--- src/rtl/instr_fetch_queue.sv ---
// Fetch stage: issues 4-byte-aligned instruction fetches, buffers in-order responses
// in a DEPTH-entry FIFO and hands {pc, instr} to decode; redirects flush the queue.
module instr_fetch_queue #(
  parameter logic [63:0] RESET_PC = 64'h0,
  parameter int unsigned DEPTH    = 4
) (
  input  logic        clk,
  input  logic        rst_n,
  output logic        imem_req_valid,
  input  logic        imem_req_ready,
  output logic [63:0] imem_req_addr,
  input  logic        imem_rsp_valid,
  input  logic [31:0] imem_rsp_data,
  input  logic        redirect_valid,
  input  logic [63:0] redirect_pc,
  output logic        id_valid,
  input  logic        id_ready,
  output logic [31:0] id_instr,
  output logic [63:0] id_pc
);
  localparam int unsigned AW  = $clog2(DEPTH);
  localparam int unsigned CW  = AW + 1;
  localparam int unsigned CW1 = CW + 1;
  localparam logic [CW-1:0] DEPTH_C = CW'(DEPTH);
  localparam logic [CW:0]   DEPTH_W = CW1'(DEPTH);
  localparam logic [31:0]   NOP     = 32'h0000_0013;

  typedef enum logic {RUN, FLUSH} state_e;

  state_e        state_q, state_d;
  logic [63:0]   fetch_pc_q;
  logic          req_en_q;
  logic [CW-1:0] count_q, outstanding_q, drop_q;
  logic [CW-1:0] count_d, outstanding_d, drop_d;
  logic [AW-1:0] head_q, tail_q, fl_head_q, fl_tail_q;
  logic [CW:0]   credits_used;
  logic          req_fire, rsp_ok, push, pop;

  // Decode-side FIFO plus the PCs of requests still in flight to memory.
  logic [31:0] instr_mem     [DEPTH];
  logic [63:0] pc_mem        [DEPTH];
  logic [63:0] flight_pc_mem [DEPTH];

  // NOTE: every signal driven here gets a value before any branch, so no latch is inferred.
  always_comb begin
    credits_used   = {1'b0, count_q} + {1'b0, outstanding_q};
    imem_req_valid = req_en_q && (state_q == RUN) && !redirect_valid && (credits_used < DEPTH_W);
    imem_req_addr  = fetch_pc_q;
    req_fire       = imem_req_valid && imem_req_ready;
    // A response with nothing outstanding is a protocol error and is ignored.
    rsp_ok         = imem_rsp_valid && (outstanding_q != '0);
    id_valid       = (state_q == RUN) && (count_q != '0);
    id_instr       = id_valid ? instr_mem[head_q] : NOP;
    id_pc          = id_valid ? pc_mem[head_q] : 64'h0;
    push           = rsp_ok && (drop_q == '0) && !redirect_valid;
    pop            = id_valid && id_ready && !redirect_valid;
    outstanding_d  = outstanding_q + CW'(req_fire) - CW'(rsp_ok);
    count_d        = redirect_valid ? '0 : (count_q + CW'(push) - CW'(pop));

    drop_d = drop_q;
    if (redirect_valid && (state_q == RUN)) begin
      drop_d = outstanding_d;
    end else if (rsp_ok && (drop_q != '0)) begin
      drop_d = drop_q - CW'(1);
    end

    state_d = state_q;
    case (state_q)
      RUN:   if (redirect_valid && (outstanding_d != '0)) state_d = FLUSH;
      FLUSH: if (drop_d == '0) state_d = RUN;
    endcase
  end

  // req_en_q holds off requests for the first cycle after reset so the memory
  // side sees an idle cycle while it comes out of its own reset.
  // NOTE: state registers use non-blocking assignments so every flop samples pre-edge values.
  always_ff @(posedge clk) begin
    if (!rst_n) begin
      state_q       <= RUN;
      fetch_pc_q    <= RESET_PC;
      req_en_q      <= 1'b0;
      count_q       <= '0;
      outstanding_q <= '0;
      drop_q        <= '0;
      head_q        <= '0;
      tail_q        <= '0;
      fl_head_q     <= '0;
      fl_tail_q     <= '0;
    end else begin
      state_q       <= state_d;
      req_en_q      <= 1'b1;
      count_q       <= count_d;
      outstanding_q <= outstanding_d;
      drop_q        <= drop_d;

      if (redirect_valid) begin
        fetch_pc_q <= redirect_pc & ~64'h3;
      end else if (req_fire) begin
        fetch_pc_q <= fetch_pc_q + 64'd4;
      end

      if (redirect_valid) begin
        head_q <= '0;
        tail_q <= '0;
      end else begin
        if (push) tail_q <= tail_q + AW'(1);
        if (pop)  head_q <= head_q + AW'(1);
      end

      // In-flight PC queue keeps draining across redirects: discarded responses still pop it.
      if (req_fire) fl_tail_q <= fl_tail_q + AW'(1);
      if (rsp_ok)   fl_head_q <= fl_head_q + AW'(1);
    end
  end

  // NOTE: storage arrays are not reset; pointers and count gate every read, so stale contents are never visible.
  always_ff @(posedge clk) begin
    if (req_fire) flight_pc_mem[fl_tail_q] <= fetch_pc_q;
    if (push) begin
      instr_mem[tail_q] <= imem_rsp_data;
      pc_mem[tail_q]    <= flight_pc_mem[fl_head_q];
    end
  end

  assert property (@(posedge clk) disable iff (!rst_n)
    (count_q <= DEPTH_C) && (outstanding_q <= DEPTH_C));

endmodule

--- config.mk ---
export PLATFORM = sky130hd
export DESIGN_NAME = instr_fetch_queue
export DESIGN_NICKNAME = d
export VERILOG_FILES = /design/src/rtl/instr_fetch_queue.sv
export SDC_FILE = /design/constraint.sdc
export NUM_CORES = 1
export LEC_CHECK = 0
export BUFFER_PORTS_ARGS = -buffer_cell sky130_fd_sc_hd__buf_4
export CAP_MARGIN = 20
export CORE_UTILIZATION = 40
export DETAILED_ROUTE_END_ITERATION = 10
export PLACE_DENSITY_LB_ADDON = 0.08
export SYNTH_ARGS = -nofsm -noshare
export SYNTH_HDL_FRONTEND = slang
export SYNTH_SLANG_ARGS = --single-unit
--- constraint.sdc ---
create_clock -name clk -period 5.1 [get_ports clk]
set_input_delay 0.255 -clock clk [delete_from_list [all_inputs] [get_ports clk]]
set_output_delay 0.255 -clock clk [all_outputs]
set_load 0.1 [all_outputs]
Word-level counts from Yosys, hierarchy flattened --
Memories as Yosys holds them, arrays and structs flattened. A register that Yosys moved wholly into a read port is not among the register bits. Index checks and enable logic that the tools add are counted. W data, S select, Z words.
Cells by class: add/sub/neg operators 11, multiplexer cells 20, bitwise operators 2, reductions and logical operators 22, magnitude comparators 1
Operator list (number):
- $mux W64 | 3
- $add A64 B3 Y64 const B | 1
- $mux W32 | 1
- $logic_and A1 B1 Y1 | 13
- $mux W2 | 6
- $reduce_bool A3 Y1 | 4
- $add A2 B1 Y2 const B | 4
- $mux W1 | 7
- $add A3 B1 Y3 | 2
- $logic_not A3 Y1 | 2
- $mux W3 | 2
- $sub A3 B1 Y3 | 2
- $add A3 B3 Y4 | 1
- $lt A4 B3 Y1 const B | 1
- $sub A3 B1 Y3 const B | 1
- $not A1 Y1 | 2
- $pmux W1 S2 | 1
- $reduce_bool A2 Y1 | 1
- $reduce_or A2 Y1 | 1
- $logic_not A1 Y1 | 1
Word-level totals: bits in registers 83, RAM bits 640, bits of input ports 102, word-level logic and storage cells 70, memories kept 3
Memory list:
- flight_pc_mem | words 4, bits a word 64, read ports 1, clocked after Yosys merged registers in 1, write ports 1, line 42 | logic [63:0] flight_pc_mem [DEPTH];
- pc_mem | words 4, bits a word 64, read ports 1, clocked after Yosys merged registers in 1, write ports 1, line 41 | logic [63:0] pc_mem [DEPTH];
- instr_mem | words 4, bits a word 32, read ports 1, clocked after Yosys merged registers in 1, write ports 1, line 40 | logic [31:0] instr_mem [DEPTH];

Longest topological paths before layout --
Gate-level depths: netlist of run 1.
depth after elaboration 11, mapped depth 14

Worst setup path before layout of run 1 --
Ideal clock, no wire load.
path type flip-flop to flip-flop, from reg outstanding_q[0], to mem instr_mem[0][0], enable pin, required time 4636 ps, path slack 1310 ps, stages on the path, launching flop included 6, arrival 3326 ps, setup time 464 ps, path through dfxtp_1 o31a_1 clkbuf_1 and3b_1 clkbuf_1 and3_1
On the way: longest elaborated chain between the ends 6
RTL lines:
- start, declared | line 33 | logic [CW-1:0] count_q, outstanding_q, drop_q;
- start signal, assigned | line 93 | outstanding_q <= outstanding_d;
- $reduce_bool A3 Y1 | line 51 | rsp_ok = imem_rsp_valid && (outstanding_q != '0);
- $logic_and A1 B1 Y1 | line 51
- via rsp_ok | line 37 | logic req_fire, rsp_ok, push, pop;
- $logic_and A1 B1 Y1 (2 in a row) | line 55 | push = rsp_ok && (drop_q == '0) && !redirect_valid;
- $mux W1 | line 119 | if (push) begin
- $mux W1 (not written as such) | line 120 | instr_mem[tail_q] <= imem_rsp_data;
- end, declared | line 40
The timed path passes the listed nets, and every way through them passes these cells.

Worst setup path after layout of run 1 --
from reg count_q[1], to out id_pc[23]
On the way: longest elaborated chain between the ends 3
RTL lines:
- start, declared | line 33
- start signal, assigned | line 92 | count_q <= count_d;
- $reduce_bool A3 Y1 | line 52 | id_valid = (state_q == RUN) && (count_q != '0);
- $logic_and A1 B1 Y1 | line 52
- $mux W64 | line 54 | id_pc = id_valid ? pc_mem[head_q] : 64'h0;
- end, declared | line 19 | output logic [63:0] id_pc
No other way between the ends.

==> flow_summary.rst, run 1 <==
.. list-table::
   :header-rows: 1

   * - Metric
     - Value
   * - Result of the run
     - finished, final reports clean
   * - Number of distinct library cell variants in the gate-level netlist after synthesis
     - 66
   * - Commonest cells after routing, fill and taps aside
     - sky130_fd_sc_hd__edfxtp_1, sky130_fd_sc_hd__buf_4, sky130_fd_sc_hd__mux4_2
   * - WP data arrival
     - 3350 ps
   * - Power Dens Cells
     - roughly 430 nW/um2
   * - Initial drt markers
     - 1379
   * - Core footprint
     - around 69000 um2
   * - P&R area growth vs syn
     - 22.9%
   * - Fillcell total
     - roughly 5900
   * - Total power of the final layout
     - between 10000 and 15000 uW
   * - Number of setup buffers added after CTS
     - 0
   * - Clock slew at the register clock pins of the worst setup and hold paths
     - 60 ps
   * - Antenna Violating Nets Remaining
     - 0
   * - Flop and latch count out of synthesis
     - 709
   * - Share of the yosys chip area belonging to registers
     - 72.5%
   * - Maximum number of pins on one net before global-route repair
     - 72
   * - Num rows
     - 96
   * - Critical path required time
     - ~4900 ps
   * - Hold buffer count at cts
     - 84
   * - Detailed-router iteration count before antenna repair
     - 5
   * - Ports placed on the boundary
     - 264
   * - Number of clock sinks
     - 709
   * - Start-to-end type of the worst setup path
     - register to output port
   * - Fin Clk Skew
     - a little over 20 ps
   * - Wire length of the first global-routing pass
     - 107000 um
   * - Final non-filler cell total
     - 2939
   * - Peak ir drop on the vdd network
     - 0.251 mV
   * - Cts repair resizes
     - 0
   * - Fin Hold WS
     - 30.0 ps
   * - CTS buffer count
     - 78
   * - Antenna violations before repair
     - 1
   * - Avg Synthesized Cell Area
     - 17.8 um2
   * - Vias in the first global route
     - 16300
   * - Final hold viol count
     - 0
   * - Clock latency at the later pin of the worst-skew pair
     - 610 ps
   * - Number of nets at the end of the flow
     - roughly 2100
   * - Setup repair after global routing missed its margin
     - false
   * - Post-detail-place hpwl
     - 44100 um
   * - H-tree depth
     - 3
   * - Post-route fraction of the period consumed by the critical path
     - between 70% and 80%
   * - Max-capacitance violation count
     - 0
   * - EDFF count, synth
     - 624
   * - Final GP Congestion
     - between 0.8 and 0.9
   * - Overall fraction of global-route tracks in use
     - 20.7%
   * - Slew of the pin with the lowest slew margin
     - 1110 ps
   * - Class of the tightest hold or removal check
     - input pin to register
   * - Storage cell area
     - 20500 um2
   * - Initial Util
     - around 40%
   * - Total standard cell area after synthesis
     - 28200 um2
   * - Most common cell after layout, fill and taps aside
     - sky130_fd_sc_hd__edfxtp_1
   * - Vias
     - 15900
   * - Number of buffers on the longest clock path
     - 3
   * - Max-slew violation count
     - 0
   * - Die height
     - 267 um
   * - Drt total wl
     - 73200 um
   * - Final setup violating endpoints
     - 0
   * - Async set-reset flop share out of synthesis
     - 0%
   * - Total congestion overflow
     - 0
   * - Relative slew slack
     - 25.2%
   * - Routed wire length per instance
     - 24.9 um
   * - Root cell of the clock tree
     - sky130_fd_sc_hd__clkbuf_16
   * - DR DRC count
     - 0
   * - Sort of element at the start of the critical path
     - register
   * - Full die area
     - around 72000 um2
   * - Largest fanout on the critical path
     - 60
   * - Final critical delay including setup and external delays
     - 3600 ps
   * - Width of the die
     - 267 um
   * - Total placed cells including tap cells
     - about 2700
   * - Upper clock frequency limit
     - 0.278 GHz
   * - Setup TNS
     - 0 ps
   * - Post-DR vias/cell
     - 5.42
   * - Static power due to leakage
     - 0.0116 uW
   * - Fraction of layout cells with a size suffix above 1
     - 28.6%
   * - Footprint of the multi-input gates
     - 7350 um2
   * - Number of buffers inserted by port buffering
     - 257
   * - Synthesis warning total
     - 0
   * - TritonCTS clock tree
     - done
   * - Most used flip-flop cell after synthesis
     - sky130_fd_sc_hd__edfxtp_1
   * - Critical Path End Type
     - output port
   * - Number of cells produced by synthesis
     - 1584
registers in the layout, summed over array words and instances (netlist names), named ones only:
signal,count
imem_req_addr,62
fl_tail_q,2
drop_q,3
outstanding_q,3
tail_q,2
head_q,2
fl_head_q,2
count_q,3
pc_mem,248
instr_mem,128
state_q,1
flight_pc_mem,248
req_en_q,1
critical path: stages, from the launching register on:
cell and delay [ps]:
sky130_fd_sc_hd__dfxtp_1 410, sky130_fd_sc_hd__nor3_1 200, sky130_fd_sc_hd__nor2_4 760, sky130_fd_sc_hd__buf_4 720
sky130_fd_sc_hd__and2_1 290, sky130_fd_sc_hd__buf_4 310
area by class of cell:
cell class,instances,share of cell area [%]
sequential,709,59.0
antenna,1,0.00722
tap,931,3.36
clock buffer,106,6.32
clock inverter,38,0.870
inverter,23,0.249
timing repair buffer,366,8.94
multi-input combinational,765,21.2
routing by layer:
layer	vias up	track usage, %	wire length (um)	share of wire [%]
li1	7098	-	-	-
met1	8252	28.7	32300	44
met3	90	3.79	3960	5.4
met5	-	0	0	0
met2	485	33.7	35400	48
met4	0	5.41	1490	2.0
synth_stat cells, drive strengths merged, types with 3 or more instances:
library cell,number,area [um2]
nor3,23,115
nand4,27,184
clkbuf,65,244
o21ai,40,200
nor2,49,184
and4,15,131
o22ai,4,25.0
a221oi,6,52.6
buf,25,116
a21oi,47,235
or3,8,50.1
mux2i,4,40.0
and2,102,638
o21a,5,37.5
a41oi,4,35.0
nand3,32,178
ha,17,213
a32oi,6,52.6
mux4,156,3510
a31oi,21,131
nand2,71,269
nor4,17,155
dfxtp,85,1700
o31a,8,70.1
and3,32,200
or4,3,26.3
xor2,6,52.6
edfxtp,624,18700
a22oi,4,30.0
xnor2,14,123
o211ai,8,60.1
inv,23,86.3
worst paths after layout:
kind / endpoint / start / slack, ps / depth (start not counted)
min: imem_req_addr[19] / redirect_pc[19] / 30 / 5
min reg2reg: fl_tail_q[1] / fl_tail_q[1] / 490 / 2
max reg2reg: state_q / outstanding_q[2] / 1630 / 12
max: id_pc[23] / count_q[1] / 1500 / 5
cells by family after synthesis:
family / count (synthesis) / share of synthesized area, %
AOI/OAI and AO/OA: 171 / 3.84
xor gates and xnor gates: 20 / 0.621
adders and majority gates: 19 / 0.896
buffers and inverters: 113 / 1.58
DFF: 709 / 72.5
muxes: 161 / 12.6
other: 1 / 0.0133
and+or+nand+nor: 390 / 7.90
report_power, final:
part | switching [uW] | internal (uW)
registers | 224 | 6790
logic | 1480 | 816
clock network | 2240 | 3220
total | 3950 | 10800
stage by stage:
step	setup slack [ps]	utilization (%)	area, um2
2_1_floorplan	1310	-	28200
3_3_place_gp	1630	45.2	31300
3_5_place_dp	1630	45.2	31300
4_1_cts	1380	50.0	34600
5_1_grt	1270	50.1	34600
6_report	1500	50.1	34600
(Power assumes the default switching activity.)
==> inputs of run 2 (changes only) <==
==> constraint.sdc (replaced) <==
create_clock -name clk -period 3.1 [get_ports clk]
set_input_delay 0.155 -clock clk [delete_from_list [all_inputs] [get_ports clk]]
set_output_delay 0.155 -clock clk [all_outputs]
set_load 0.1 [all_outputs]
==> flow_summary.rst, run 2 (synthesis gave the netlist of run 1 again) <==
.. list-table::
   :header-rows: 1

   * - Metric
     - Value
   * - Setup TNS
     - 0 ps (unchanged)
   * - Fin Hold WS
     - 95.4 ps (was 30.0 ps)
   * - Max-capacitance violation count
     - 0 (unchanged)
   * - CTS buffer count
     - 76 (was 78)
   * - Overall fraction of global-route tracks in use
     - 21.3% (was 20.7%)
   * - Vias
     - 16300 (was 15900)
   * - Commonest cells after routing, fill and taps aside
     - sky130_fd_sc_hd__edfxtp_1, sky130_fd_sc_hd__buf_4, sky130_fd_sc_hd__mux4_2 (unchanged)
   * - Total placed cells including tap cells
     - 2770 (was 2709)
   * - Final GP Congestion
     - 0.847 (was 0.804)
   * - Drt total wl
     - 74800 um (was 73200 um)
   * - Antenna violations before repair
     - 0 (was 1)
   * - Start-to-end type of the worst setup path
     - register to register (was register to output port)
   * - Most common cell after layout, fill and taps aside
     - sky130_fd_sc_hd__edfxtp_1 (unchanged)
   * - Upper clock frequency limit
     - 0.335 GHz
   * - Post-route fraction of the period consumed by the critical path
     - 96.2%
   * - Max-slew violation count
     - 0 (unchanged)
   * - P&R area growth vs syn
     - 25.4% (was 22.9%)
   * - Post-detail-place hpwl
     - 47600 um (was 44100 um)
   * - Final setup margin
     - 117 ps (was 1500 ps)
   * - Critical Path End Type
     - register (was output port)
   * - Critical path required time
     - 3600 ps (was 4850 ps)
   * - Post-DR vias/cell
     - 5.43 (was 5.42)
   * - Fraction of layout cells with a size suffix above 1
     - 31.0% (was 28.6%)
   * - Final non-filler cell total
     - 3008 (was 2939)
   * - Footprint of the multi-input gates
     - 7390 um2 (was 7350 um2)
   * - Storage cell area
     - 20500 um2 (about the same)
   * - Cell type of the slowest stage on the worst timing path
     - sky130_fd_sc_hd__fa_2 (was sky130_fd_sc_hd__nor2_4)
   * - Number of clock sinks
     - 709 (unchanged)
   * - Initial drt markers
     - 1106 (was 1379)
   * - Number of nets at the end of the flow
     - 2135 (was 2064)
   * - Maximum number of pins on one net before global-route repair
     - 51 (was 72)
   * - Power Dens Cells
     - 690 nW/um2 (was 426 nW/um2)
   * - Wire length of the first global-routing pass
     - 111000 um (was 107000 um)
   * - Number of buffers on the longest clock path
     - 3 (unchanged)
   * - Ports placed on the boundary
     - 264 (unchanged)
   * - Largest fanout on the critical path
     - 4 (was 60)
   * - Final hold viol count
     - 0 (unchanged)
   * - Number of buffers inserted by port buffering
     - 257 (unchanged)
   * - Post-placement setup slack
     - -11.7 ps (was 1630 ps)
   * - DR DRC count
     - 0 (unchanged)
   * - Routed wire length per instance
     - 24.9 um (about the same)
   * - Core footprint
     - 69200 um2 (unchanged)
   * - Num rows
     - 96 (unchanged)
   * - H-tree depth
     - 3 (unchanged)
   * - Diode insertion count for antenna repair
     - 0 (was 1)
   * - Detailed-router iteration count before antenna repair
     - 5 (unchanged)
   * - Class of the tightest hold or removal check
     - input pin to register (unchanged)
   * - Peak ir drop on the vdd network
     - 0.307 mV (was 0.251 mV)
   * - Final critical delay including setup and external delays
     - roughly 3000 ps
   * - Slew of the pin with the lowest slew margin
     - 717 ps (was 1110 ps)
   * - Vias in the first global route
     - 16900 (was 16300)
   * - Critical Path, Cell by Cell
     - ha_2, nor4b_2, and4_1, inv_1, ha_1, inv_1, ha_1, fa_2, xnor2_2, xnor2_2, o31a_1, o221a_2 (was nor3_1, nor2_4, buf_4, and2_1, buf_4)
   * - Biggest regs
     - flight_pc_mem (248), pc_mem (248), instr_mem (128) (unchanged)
   * - Total congestion overflow
     - 0 (unchanged)
   * - Root cell of the clock tree
     - sky130_fd_sc_hd__clkbuf_16 (unchanged)
   * - TritonCTS clock tree
     - done (unchanged)
   * - Sort of element at the start of the critical path
     - register (unchanged)
   * - Relative slew slack
     - 51.8% (was 25.2%)
   * - Static power due to leakage
     - 0.0120 uW (was 0.0116 uW)
   * - Die height
     - 267 um (unchanged)
   * - Final core utilization
     - 51.1% (was 50.1%)
   * - Full die area
     - 71500 um2 (unchanged)
   * - Max incr delay on CP
     - 390 ps (was 760 ps)
   * - Initial Util
     - 40.7% (unchanged)
   * - WP data arrival
     - 3480 ps (was 3350 ps)
   * - Fillcell total
     - 5796 (was 5892)
   * - Result of the run
     - finished, final reports clean (unchanged)
   * - Clock latency at the later pin of the worst-skew pair
     - 610 ps (about the same)
   * - Fin Clk Skew
     - 21.2 ps (was 20.7 ps)
   * - Clock slew at the register clock pins of the worst setup and hold paths
     - 60 ps (about the same)
   * - Final setup violating endpoints
     - 0 (unchanged)
   * - Width of the die
     - 267 um (unchanged)
   * - Antenna Violating Nets Remaining
     - 0 (unchanged)
==> run 2: cell types whose count changed in the layout (fill, tap and decap cells not counted), moves of 4 or more <==
cell                            before  now
sky130_fd_sc_hd__buf_12             11   20
sky130_fd_sc_hd__buf_4             271  322
sky130_fd_sc_hd__clkbuf_1           18   26
sky130_fd_sc_hd__clkbuf_8            7    3
sky130_fd_sc_hd__clkinv_1           17   10
sky130_fd_sc_hd__dlygate4sd3_1      84   95
==> run 2: worst max-delay path: cells and delay by family (launching register included) <==
kind,cells,cell delay [ps]
adder cells (fa/ha/maj),4,1060
AND/OR/NAND/NOR,2,550
AO/OA/AOI/OAI,2,500
flip-flops,1,350
XOR/XNOR,2,320
buffers and inverters,2,100
==> run 2: cell type report <==
| cell class | count | share of cell area [%] |
|---|---|---|
| clock buffers | 108 | 5.99 |
| multi-input cells | 765 | 20.9 |
| flip-flops and latches | 709 | 57.9 |
| inverters | 23 | 0.244 |
| well taps | 931 | 3.30 |
| repair buffers | 439 | 10.8 |
| clock inverters | 33 | 0.913 |
==> run 2: per-layer routing <==
layer  global-route usage (%)  wire, um
met5                        0         0
met1                     29.1     32400
met2                     35.1     36400
met3                     4.03      4710
met4                     4.99      1260
==> run 2: power by group <==
group          internal [uW]  total (uW)  switching [uW]  leakage, uW
Sequential             11200       11500             289      0.00638
Clock                   5200        8890            3690      0.00118
Combinational           1480        4070            2580      0.00441
==> run 2: through the flow <==
stage / power, uW / area [um2]
after floorplan: 14300 / 28200
after global placement: 15500 / 31900
after detailed placement: 15600 / 31900
after CTS: 24600 / 35300
after global routing: 25300 / 35300
final: 24400 / 35300
==> run 2: timing repair <==
action                                  CTS  global route
pin swaps                                 1             6
setup buffers                             1             1
endpoints found under the hold margin   193             0
endpoints found under the setup margin    1             3
resized for setup                         1             8
hold buffers                             95             0
==> run 2: final timing paths <==
kind,cells after the start,slack (ps),to,startpoint
max,12,120,state_q,count_q[1]
min,4,100,imem_req_addr[53],redirect_pc[53]
max reg2reg,12,120,state_q,count_q[1]
min reg2reg,2,500,fl_tail_q[1],fl_tail_q[1]
==> inputs of run 3 (changes only) <==
--- a/config.mk
+++ b/config.mk
@@ -7,7 +7,7 @@
 export LEC_CHECK = 0
 export BUFFER_PORTS_ARGS = -buffer_cell sky130_fd_sc_hd__buf_4
 export CAP_MARGIN = 20
-export CORE_UTILIZATION = 40
+export CORE_UTILIZATION = 53
 export DETAILED_ROUTE_END_ITERATION = 10
 export PLACE_DENSITY_LB_ADDON = 0.08
 export SYNTH_ARGS = -nofsm -noshare
==> flow_summary.rst, run 3 (synthesis gave the netlist of run 1 again) <==
.. list-table::
   :header-rows: 1

   * - Metric
     - Value
   * - Result of the run
     - finished, final reports clean (unchanged)
   * - Detailed-router iteration count before antenna repair
     - 6 (was 5)
   * - Vias in the first global route
     - 16100 (was 16900)
   * - Cell type of the slowest stage on the worst timing path
     - sky130_fd_sc_hd__dfxtp_2 (was sky130_fd_sc_hd__fa_2)
   * - Upper clock frequency limit
     - 0.343 GHz (was 0.335 GHz)
   * - Number of nets at the end of the flow
     - 2126 (was 2135)
   * - Post-detail-place hpwl
     - 41000 um (was 47600 um)
   * - Met3 wire len
     - 4510 um (was 4710 um)
   * - Clock latency at the later pin of the worst-skew pair
     - 600 ps (was 610 ps)
   * - Post-route standard cell area excluding fillers
     - 34800 um2 (was 35300 um2)
   * - Footprint of the multi-input gates
     - 7380 um2 (was 7390 um2)
   * - TritonCTS clock tree
     - done (unchanged)
   * - Antenna violations before repair
     - 0 (unchanged)
   * - Final GP Congestion
     - 0.913 (was 0.847)
   * - Top layer in use
     - met4 (unchanged)
   * - Antenna Violating Nets Remaining
     - 0 (unchanged)
   * - Peak ir drop on the vdd network
     - 0.491 mV (was 0.307 mV)
   * - H-tree depth
     - 3 (unchanged)
   * - Wire length of the first global-routing pass
     - 99600 um (was 111000 um)
   * - Reg-to-reg critical path startpoint
     - outstanding_q[2] (was count_q[1])
   * - Largest fanout on the critical path
     - 3 (was 4)
   * - Start-to-end type of the worst setup path
     - register to register (unchanged)
   * - Max-capacitance violation count
     - 0 (unchanged)
   * - Biggest regs
     - flight_pc_mem (248), pc_mem (248), instr_mem (128) (unchanged)
   * - Sort of element at the start of the critical path
     - register (unchanged)
   * - Setup repair after global routing missed its margin
     - false
   * - Final hold viol count
     - 0 (unchanged)
   * - Width of the die
     - 233 um (was 267 um)
   * - Most common cell after layout, fill and taps aside
     - sky130_fd_sc_hd__edfxtp_1 (unchanged)
   * - Final setup violating endpoints
     - 0 (unchanged)
   * - Endpoint of the worst register-to-register path
     - state_q (unchanged)
   * - Critical Path, Cell by Cell
     - ha_4, nor4b_2, and4_1, inv_1, ha_1, inv_1, ha_1, fa_1, xnor2_1, xnor2_1, o31a_1, o221a_2 (was ha_2, nor4b_2, and4_1, inv_1, ha_1, inv_1, ha_1, fa_2, xnor2_2, xnor2_2, o31a_1, o221a_2)
   * - Number of buffers on the longest clock path
     - 3 (unchanged)
   * - Slew of the pin with the lowest slew margin
     - 980 ps (was 717 ps)
   * - Setup TNS
     - 0 ps (unchanged)
   * - Full die area
     - 54100 um2 (was 71500 um2)
   * - Terminating pin of the worst hold path
     - imem_req_addr[2] (was imem_req_addr[53])
   * - Vias
     - 16400 (was 16300)
   * - Worst hold stages
     - 3 (was 4)
   * - Power Dens Cells
     - 680 nW/um2 (was 690 nW/um2)
   * - Post-Route M1 WL
     - 28700 um (was 32400 um)
   * - Maximum number of pins on one net before global-route repair
     - 93 (was 51)
   * - Max-slew violation count
     - 0 (unchanged)
   * - Clock slew at the register clock pins of the worst setup and hold paths
     - 60 ps (about the same)
   * - Ports placed on the boundary
     - 264 (unchanged)
   * - Number of clock sinks
     - 709 (unchanged)
   * - Critical path required time
     - 3590 ps (was 3600 ps)
   * - Static power due to leakage
     - 0.0118 uW (was 0.0120 uW)
   * - Fin Clk Skew
     - 23.1 ps (was 21.2 ps)
   * - WL met2
     - 32300 um (was 36400 um)
   * - Storage cell area
     - 20500 um2 (unchanged)
   * - Final setup margin
     - 187 ps (was 117 ps)
   * - Root cell of the clock tree
     - sky130_fd_sc_hd__clkbuf_16 (unchanged)
   * - DR DRC count
     - 0 (unchanged)
   * - Final critical delay including setup and external delays
     - 2910 ps (was 2980 ps)
   * - Fillcell total
     - 3676 (was 5796)
   * - Drt total wl
     - 66800 um (was 74800 um)
   * - Num rows
     - 84 (was 96)
   * - Relative slew slack
     - 34.7% (was 51.8%)
   * - P&R area growth vs syn
     - 23.6% (was 25.4%)
   * - Critical Path End Type
     - register (unchanged)
   * - Post-placement setup slack
     - 12.6 ps (was -11.7 ps)
   * - Die height
     - 233 um (was 267 um)
   * - Post-DR vias/cell
     - 5.96 (was 5.43)
   * - R2R Setup Slk
     - 190 ps (was 120 ps)
   * - Core footprint
     - 52600 um2 (was 69200 um2)
   * - Post-route fraction of the period consumed by the critical path
     - 94.0% (was 96.2%)
   * - Initial Util
     - 53.6% (was 40.7%)
   * - Max incr delay on CP
     - 380 ps (was 390 ps)
   * - Routed wire length per instance
     - 24.3 um (was 24.9 um)
   * - Hold Startpoint
     - redirect_pc[2] (was redirect_pc[53])
   * - Post-placement cell area
     - 31500 um2 (was 31900 um2)
   * - Commonest cells after routing, fill and taps aside
     - sky130_fd_sc_hd__edfxtp_1, sky130_fd_sc_hd__buf_4, sky130_fd_sc_hd__mux4_2 (unchanged)
   * - Overall fraction of global-route tracks in use
     - 25.0% (was 21.3%)
   * - Class of the tightest hold or removal check
     - input pin to register (unchanged)
   * - Diode insertion count for antenna repair
     - 0 (unchanged)
   * - Fraction of layout cells with a size suffix above 1
     - 30.1% (was 31.0%)
   * - Number of buffers inserted by port buffering
     - 257 (unchanged)
   * - Initial drt markers
     - 1397 (was 1106)
   * - Total congestion overflow
     - 0 (unchanged)
   * - WP data arrival
     - 3400 ps (was 3480 ps)
   * - CTS buffer count
     - 73 (was 76)
   * - Worst R2R Path Depth
     - 12 (unchanged)
## run 3: cell type report
cell class                      count  share of cell area (%)
Clock buffer                      107                    6.00
Sequential cell                   709                    58.7
Multi-Input combinational cell    765                    21.2
Inverter                           23                   0.248
Clock inverter                     24                   0.488
Timing Repair Buffer              433                    10.9
Tap cell                          688                    2.47
## run 3: how the worst max path moves through the flow
| stage | startpoint | to | slack, ps | cells after the start |
|---|---|---|---|---|
| after floorplan | count_q[2] | state_q | 0.9 | 13 |
| after global placement | count_q[2] | state_q | 40 | 12 |
| after detailed placement | count_q[2] | state_q | 10 | 12 |
| after CTS | count_q[2] | state_q | 10 | 12 |
| after global routing | outstanding_q[2] | state_q | 50 | 12 |
| final | outstanding_q[2] | state_q | 190 | 12 |
## run 3: what timing repair did
action	4_1_cts	5_1_grt
buffers inserted	0	0
resized for setup	0	8
hold buffers	101	0
endpoints found under the hold margin	193	0
endpoints found under the setup margin	0	71
## run 3: per-layer routing
metal	track usage, %	up-vias
li1	-	7204
met1	36.7	8449
met2	39.6	645
met3	3.26	89
met4	7.09	0
met5	0	-
## run 3: through the flow
stage | util, % | hold WS (ps) | instances | total power, uW
finish | 66.3 | 46.7 | 2749 | 23700
global route | 66.3 | 66.3 | 2749 | 24500
CTS | 66.2 | 7.37 | 2749 | 23900
detailed placement | 60.0 | 357 | 2517 | 15500
global placement | 60.0 | 355 | 2517 | 15400
floorplan | - | 183 | 1587 | 14300
## run 3: where the power goes
| part | switching [uW] | leakage (uW) | total, uW | internal [uW] |
|---|---|---|---|---|
| combinational | 2480 | 0.00436 | 3930 | 1450 |
| clock | 3440 | 0.00110 | 8280 | 4840 |
| sequential | 313 | 0.00638 | 11500 | 11200 |
| total | 6240 | 0.0118 | 23700 | 17500 |
## run 3: critical path, delay by kind of cell (launching register included)
kind            cells  cell delay (ps)
compound gates      2              510
xor+xnor            2              310
fa+ha+maj           4             1040
buf+inv             2              100
flops               1              380
simple gates        2              460
